--- src/rtl/dct_frame_buffer.sv ---
// rtl/dct_frame_buffer.sv - ping-pong 4-sample framer feeding the 4-point DCT
// Optional: DCT_FRAME_LVL_SHIFT_EN stores unsigned pixels as signed (MSB inverted).
module dct_frame_buffer #(
  parameter int DW = 8
) (
  input  logic          clk_i,
  input  logic          rst_n_i,
  input  logic [DW-1:0] s_dt_i,
  input  logic          s_vld_i,
  output logic          s_rdy_o,
  output logic [DW-1:0] blk_dt_o [0:3],
  output logic          blk_vld_o,
  input  logic          blk_rdy_i,
  output logic [1:0]    blk_cnt_o
);

  logic [DW-1:0] bank [0:1][0:3];
  logic [1:0]    full;
  logic [1:0]    full_nxt;
  logic          wr_bank;
  logic [1:0]    wr_idx;
  logic          rd_bank;
  logic          in_hs;
  logic          out_hs;
  logic [DW-1:0] wr_data;

`ifdef DCT_FRAME_LVL_SHIFT_EN
  // Subtracting 2^(DW-1) from an unsigned pixel is just an MSB flip.
  assign wr_data = {~s_dt_i[DW-1], s_dt_i[DW-2:0]};
`else
  assign wr_data = s_dt_i;
`endif

  assign s_rdy_o   = !full[wr_bank];
  assign blk_vld_o = full[rd_bank];
  assign blk_cnt_o = {1'b0, full[0]} + {1'b0, full[1]};
  assign in_hs     = s_vld_i && s_rdy_o;
  assign out_hs    = blk_vld_o && blk_rdy_i;

  always_comb begin
    for (int i = 0; i < 4; i++) begin
      blk_dt_o[i] = bank[rd_bank][i];
    end
  end

  // A completing write and a read on the same edge always hit different banks.
  always_comb begin
    full_nxt = full;
    if (in_hs && (wr_idx == 2'd3)) begin
      full_nxt[wr_bank] = 1'b1;
    end
    if (out_hs) begin
      full_nxt[rd_bank] = 1'b0;
    end
  end

  always_ff @(posedge clk_i or negedge rst_n_i) begin
    if (!rst_n_i) begin
      for (int b = 0; b < 2; b++) begin
        for (int i = 0; i < 4; i++) begin
          bank[b][i] <= '0;
        end
      end
      full    <= '0;
      wr_bank <= 1'b0;
      wr_idx  <= 2'd0;
      rd_bank <= 1'b0;
    end else begin
      if (in_hs) begin
        bank[wr_bank][wr_idx] <= wr_data;
        wr_idx                <= wr_idx + 2'd1;
        if (wr_idx == 2'd3) begin
          wr_bank <= ~wr_bank;
        end
      end
      if (out_hs) begin
        rd_bank <= ~rd_bank;
      end
      full <= full_nxt;
    end
  end

endmodule
--- config.mk ---
export PLATFORM = sky130hd
export DESIGN_NAME = dct_frame_buffer
export DESIGN_NICKNAME = d
export VERILOG_FILES = /design/src/rtl/dct_frame_buffer.sv
export SDC_FILE = /design/constraint.sdc
export NUM_CORES = 1
export LEC_CHECK = 0
export ABC_AREA = 1
export ABC_CLOCK_PERIOD_IN_PS = 1700
export BUFFER_PORTS_ARGS = -buffer_cell sky130_fd_sc_hd__buf_2
export CAP_MARGIN = 20
export CORE_MARGIN = 10
export CORE_UTILIZATION = 57
export DETAILED_ROUTE_END_ITERATION = 10
export GPL_ROUTABILITY_DRIVEN = 0
export PLACE_DENSITY = 0.82
export SYNTH_ARGS = -nofsm -noshare
export SYNTH_HDL_FRONTEND = slang
export SYNTH_SLANG_ARGS = --single-unit
--- constraint.sdc ---
create_clock -name clk_i -period 1.7 [get_ports clk_i]
set_input_delay 0 -clock clk_i [delete_from_list [all_inputs] [get_ports clk_i]]
set_output_delay 0 -clock clk_i [all_outputs]
set_load 0.02 [all_outputs]
==> impl_metrics.ini, run 1 <==
[outcome]
status = complete, no violations

[place]
placed_cell_area_um2 = 3812
placed_cells = 553
port_buffers = 47
dp_hpwl_um = 5694
detailedPlace.worstSlack_ps = 168.5

[yosys]
synth_cell_types = 18
synth_top_area_share = 0.4911
synth.area.top_cells = dfrtp_1 (49%), nand2_1 (25%), nand4_1 (11%)
synth_edf_count = 0
postSynthCellCount = 450
async_flop_share = 1.000
synth_mux_area_frac = 0
yosysTopAreaCell = dfrtp_1
yosys_warnings = 0
synth.top_cells.by_count = nand2_1 (238), dfrtp_1 (70), nand4_1 (64)
ys_seq_area_frac = 0.4911
ys_ff_latch = 70
yosysMostFrequentCell = nand2_1
syn_nets = 467
syn_area_per_cell_um2 = 7.927
synth_fa_ha_area_frac = 0.01754
synth_top_family_by_area = simple AND/OR/NAND/NOR gates
synth-compound-area-share = 0.006314
synthFlopType = dfrtp_1
synth_xor_area_frac = 0
syn_area_um2 = 3567
yosys.area_share.simple = 0.4083

[floorplanning]
initial_core_util = 0.5954
die_w_um = 99.11
io_pins = 48
die_y_um = 99.11
die_area_um2 = 9823
core_um2 = 5991
std_cell_rows = 28

[final_layout]
stdcell_count = 571
drive_above_1_share = 0.1875
nNetsFinal = 509
fin_area_um2 = 4034
utilization = 0.6734
area_delta_synth_final_pct = 13.08
diodes = 0

[drt]
dr.pass1.iters = 4
num_vias = 3199
via_per_inst = 5.602
wl_per_cell_um = 15.66
drt-total-wl_um = 8940
ant_nets = 0
drtIter0Drc = 302
route.detailed.drc = 0

[sta]
hold_violations = 0
fin_crit_sh = 0.9050
tightestPinTransition_ps = 726.8
period_minus_slack_ps = 1539
max_freq_mhz = 649.9
drv_slew = 0
whs_ps = 17.62
setup_viol = 0
rsz0062_at_grt = false
final.setup.worst_slack_ps = 161.4
slew_headroom = 0.5155
tns_ps = 0
final.setup_skew_ps = 7.447

[pwr]
switching_share = 0.4671
combinationalPowerShare = 0.490
ir_worst_vdd_v = 0.001119
power.internal_mw = 4.375
power.total_mw = 8.209
p_clk_frac = 0.163
seqPwrFrac = 0.347
p_switching_mw = 3.835
p_leak_nw = 2.271
pwr_density_cell_nw_per_um2 = 2035

[min_path]
min_path_cells = 3
min_path_type = in -> reg
holdPathEnd = bank[19]
hold_path_startpoint = s_dt_i[3]

[critical_path]
worstPathRequired_ps = 1930
setup.worst_path.start_class = flop
r2r_setup_slack_ps = 160
rr_worst_depth = 7
critPathKind = reg -> reg
r2r_start = wr_idx[0]
timing.rr.end = bank[56]
critPathMaxFanout = 9
cp-end-kind = flop
worstPathArrival_ps = 1770

[cts]
clk_path_buf_depth = 2
cts_root_buf = clkbuf_8
numCtsBuffers = 9
insertion_delay_ps = 350
htree_levels = 3
cts_tree = built
clk_pin_slew_ps = 80
clkSinkCount = 70

[global_route]
grt_pass1_vias = 3111
grt_overflow = 0
grt_usage = 0.1812
grt_pass1_wl_um = 14760
grt_max_degree = 71
antenna_found_initial = 0

[job]
cap_violations = 0
-- cell usage in the layout (no fill, tap or decap) --
cell / synthesis / layout
nand2_1: 238 / 238
dfrtp_1: 70 / 70
nand4_1: 64 / 64
buf_2: 18 / 47
buf_4: 2 / 12
inv_1: 11 / 11
clkbuf_8: 0 / 10
nand3_2: 8 / 8
nand3_1: 4 / 4
nor2_4: 4 / 4
inv_2: 4 / 4
ha_1: 5 / 4
nor2_1: 3 / 3
dlygate4sd3_1: 0 / 3
o21ai_0: 2 / 2
a31oi_1: 2 / 2
clkinv_2: 0 / 2
buf_12: 0 / 2
clkinv_1: 1 / 1
nand2_2: 1 / 1
ha_2: 0 / 1
clkinvlp_4: 0 / 1
bufinv_16: 0 / 1
clkbuf_1: 5 / 1
-- worst max-delay path by stage --
stage          cells after the start      start  endpoint
4_1_cts                            6  wr_idx[0]  bank[35]
3_5_place_dp                       6  wr_idx[0]  bank[39]
2_1_floorplan                      7  wr_idx[0]  bank[40]
5_1_grt                            6  wr_idx[1]  bank[38]
3_3_place_gp                       6  wr_idx[1]  bank[39]
6_report                           7  wr_idx[0]  bank[56]
-- final cells by class --
class                           count  area [um2]
Multi-Input combinational cell    331        1544
Clock buffer                       11       141.4
Sequential cell                    70        1752
Inverter                           16       60.06
Timing Repair Buffer               64       395.4
Fill cell                         495        1957
Clock inverter                      4       47.55
Tap cell                           75       93.84
-- kinds of logic (layout without fill, tap and decap cells) --
family,count (synthesis),after routing
AND/OR/NAND/NOR,322,322
flip-flops,70,70
buffers and inverters,49,95
adder cells (fa/ha/maj),5,5
AO/OA/AOI/OAI,4,4
-- registers in the layout (all words and copies together) (netlist names) --
name,cells
full,2
wr_idx,2
wr_bank,1
rd_bank,1
bank,64
-- power groups by stage --
stage | Clock (mW) | Sequential [mW] | Combinational, mW
floorplan | 0 | 2.74 | 3.12
global placement | 0 | 2.83 | 3.93
detailed placement | 0 | 2.86 | 4.03
CTS | 1.35 | 2.84 | 4.07
global route | 1.42 | 2.93 | 4.52
finish | 1.34 | 2.85 | 4.02
-- per-layer routing --
layer	global-route usage	wire [um]	up-vias
met5	0	0	-
met3	0.04567	611	21
met2	0.2911	4211	129
li1	-	-	1545
met1	0.2251	3921	1504
met4	0.08049	196	0
-- worst max-delay path, cell delays in order, from the launching register on --
cell and delay, ps:
dfrtp_1 420, inv_1 130, ha_1 190, inv_1 70, nor2_4 190, nand3_2 210, nand2_1 150, nand2_1 70
-- what timing repair did --
action                                 in CTS  in global routing
gates resized for setup                     0                  1
setup buffers                               0                  0
hold buffers                                3                  0
setup endpoints to repair                   0                  2
endpoints found under the hold margin      73                  0
No activity file was read; power rests on OpenSTA's default activity.
==> run 2, diff against run 1 <==
Settings changed: ABC_AREA 1 to default, CAP_MARGIN 20 to default, CORE_UTILIZATION 57 to 56.
==> impl_metrics.ini, run 2 <==
[yosys]
synth_top_family_by_area = multiplexers
ys_ff_latch = 70
postSynthCellCount = 208
synth_cell_types = 23
syn_nets = 225
async_flop_share = 1.000
yosysTopAreaCell = dfrtp_1
synth-compound-area-share = 0.007333
ys_seq_area_frac = 0.5403
synthFlopType = dfrtp_1
yosysMostFrequentCell = mux2_2
synth_xor_area_frac = 0.002702
synth.top_cells.by_count = mux2_2 (87), dfrtp_1 (70), mux2_4 (7)
syn_area_um2 = 3242
synth_mux_area_frac = 0.3516
synth_edf_count = 0
syn_area_per_cell_um2 = 15.59
yosys.area_share.simple = 0.05866
synth_top_area_share = 0.5403
synth.area.top_cells = dfrtp_1 (54%), mux2_2 (30%), mux2_4 (3.2%)
yosys_warnings = 0
synth_fa_ha_area_frac = 0.01930

[pwr]
combinationalPowerShare = 0.469
ir_worst_vdd_v = 0.001252
pwr_density_cell_nw_per_um2 = 2200
p_clk_frac = 0.188
p_leak_nw = 1.833
p_switching_mw = 3.148
power.internal_mw = 5.542
switching_share = 0.3623
seqPwrFrac = 0.343

[final_layout]
reg_top3 = bank: 64 flops, full: 2 flops, wr_idx: 2 flops
largest_reg_flops = 64
nNetsFinal = 291
multi_input_area_um2 = 1428
layout_common_cells = mux2_2 (87), dfrtp_1 (70), buf_2 (47)
drive_above_1_share = 0.6416
largest-register = bank
area_delta_synth_final_pct = 21.88
diodes = 0
layout_commonest_cell = mux2_2
fin_area_um2 = 3951
stdcell_count = 351
regArea_um2 = 1752
fillers = 393

[min_path]
hold_path_startpoint = s_dt_i[1]
min_path_type = in -> reg

[sta]
tns_ps = 0
drv_slew = 0
fin_crit_sh = 0.9558
slew_headroom = 0.6600
tightestPinTransition_ps = 510.1
period_minus_slack_ps = 1625
hold_violations = 0
final.setup.worst_slack_ps = 75.09
setup_viol = 0
final.setup_skew_ps = 10.07
max_freq_mhz = 615.4

[floorplanning]
initial_core_util = 0.5816
io_pins = 48
core_um2 = 5574
die_y_um = 96.09
die_area_um2 = 9232
std_cell_rows = 27
die_w_um = 96.09

[critical_path]
worstPathArrival_ps = 1860
cp-end-kind = flop
critPathMaxFanout = 8
r2r_start = wr_idx[0]
setup.worst_path.start_class = flop
crit_start = wr_idx[0]
critPathKind = reg -> reg
worstPathRequired_ps = 1930

[drt]
drtIter0Drc = 44
dr.pass1.iters = 3
via_per_inst = 5.365
num_vias = 1883
drt-total-wl_um = 6509
wl_per_cell_um = 18.54
ant_nets = 0
route.detailed.drc = 0

[cts]
clkSinkCount = 70
clk_path_buf_depth = 2
cts_root_buf = clkbuf_8
numCtsBuffers = 9
insertion_delay_ps = 350
cts_tree = built
htree_levels = 3
clk_pin_slew_ps = 70

[global_route]
antenna_found_initial = 0
grt_overflow = 0
grt_max_degree = 71
grt_pass1_wl_um = 10800
grt_usage = 0.1545
grt_pass1_vias = 2115

[place]
placed_cell_area_um2 = 3635
dp_hpwl_um = 4485
detailedPlace.worstSlack_ps = 38.59
placed_cells = 329
port_buffers = 47

[outcome]
status = complete, no violations

[job]
cap_violations = 0
run 2: changes by cell type in the layout (fill, tap and decap cells not counted), moves of 5 or more:
| cell | previous run | this run |
|---|---|---|
| nand3_2 | 8 | 0 |
| buf_4 | 12 | 7 |
| nand4_1 | 64 | 0 |
| inv_1 | 11 | 2 |
| mux2_2 | 0 | 87 |
| nand2_1 | 238 | 4 |
| mux2_4 | 0 | 7 |
run 2: layout make-up:
class,instances,area share
tap,72,0.02280
inverter,2,0.001900
clock inverter,6,0.02755
multi-input combinational,128,0.3613
sequential,70,0.4433
timing repair buffer,63,0.1083
clock buffer,10,0.03483
run 2: final timing paths:
check | end | slack, ps | depth (start not counted)
hold reg to reg | bank[4] | 500 | 1
max in group asynchronous | full[0] | 1200 | 3
setup reg to reg | bank[43] | 80 | 6
setup / recovery | bank[43] | 80 | 6
min in group asynchronous | bank[21] | 210 | 3
hold / removal | bank[9] | 10 | 2
run 2: what timing repair did:
item                                    4_1_cts  5_1_grt
hold buffers                                  4        0
hold endpoints to repair                     81        0
endpoints found under the setup margin        0        8
gates resized for setup                       0        1
setup buffers                                 0        2
run 2: logic make-up after synthesis:
logic type,after synthesis
multiplexers,99
adder cells (fa/ha/maj),5
buffers and inverters,10
AO/OA/AOI/OAI,4
flip-flops,70
AND/OR/NAND/NOR,19
XOR/XNOR,1
run 2: layer usage:
| metal | up-vias | track usage | routed length [um] |
|---|---|---|---|
| li1 | 881 | - | - |
| met5 | - | 0 | 0 |
| met1 | 950 | 0.1877 | 2876 |
| met4 | 0 | 0.07740 | 140 |
| met2 | 39 | 0.2506 | 3174 |
| met3 | 13 | 0.03813 | 317 |
run 2: power by group through the flow:
stage	Combinational (mW)	Clock, mW	Sequential (mW)
3_3_place_gp	3.98	0	2.95
2_1_floorplan	3.09	0	2.80
3_5_place_dp	4.08	0	3.00
5_1_grt	4.43	1.71	3.08
6_report	4.08	1.64	2.98
4_1_cts	4.12	1.66	2.98
run 2: through the flow:
stage / hold slack (ps) / util / power (mW)
2_1_floorplan: -295.6 / - / 5.893
3_3_place_gp: 51.06 / 0.6521 / 6.935
3_5_place_dp: 49.95 / 0.6521 / 7.082
4_1_cts: 0.02207 / 0.7035 / 8.762
5_1_grt: 23.00 / 0.7089 / 9.229
6_report: 9.512 / 0.7089 / 8.691
run 2: critical path, cell delays in order, from the launching register on:
cell and delay, ps:
dfrtp_1 420, inv_1 100, ha_2 200, nand2_1 90, nor3_4 210, buf_12 150
mux2_2 340
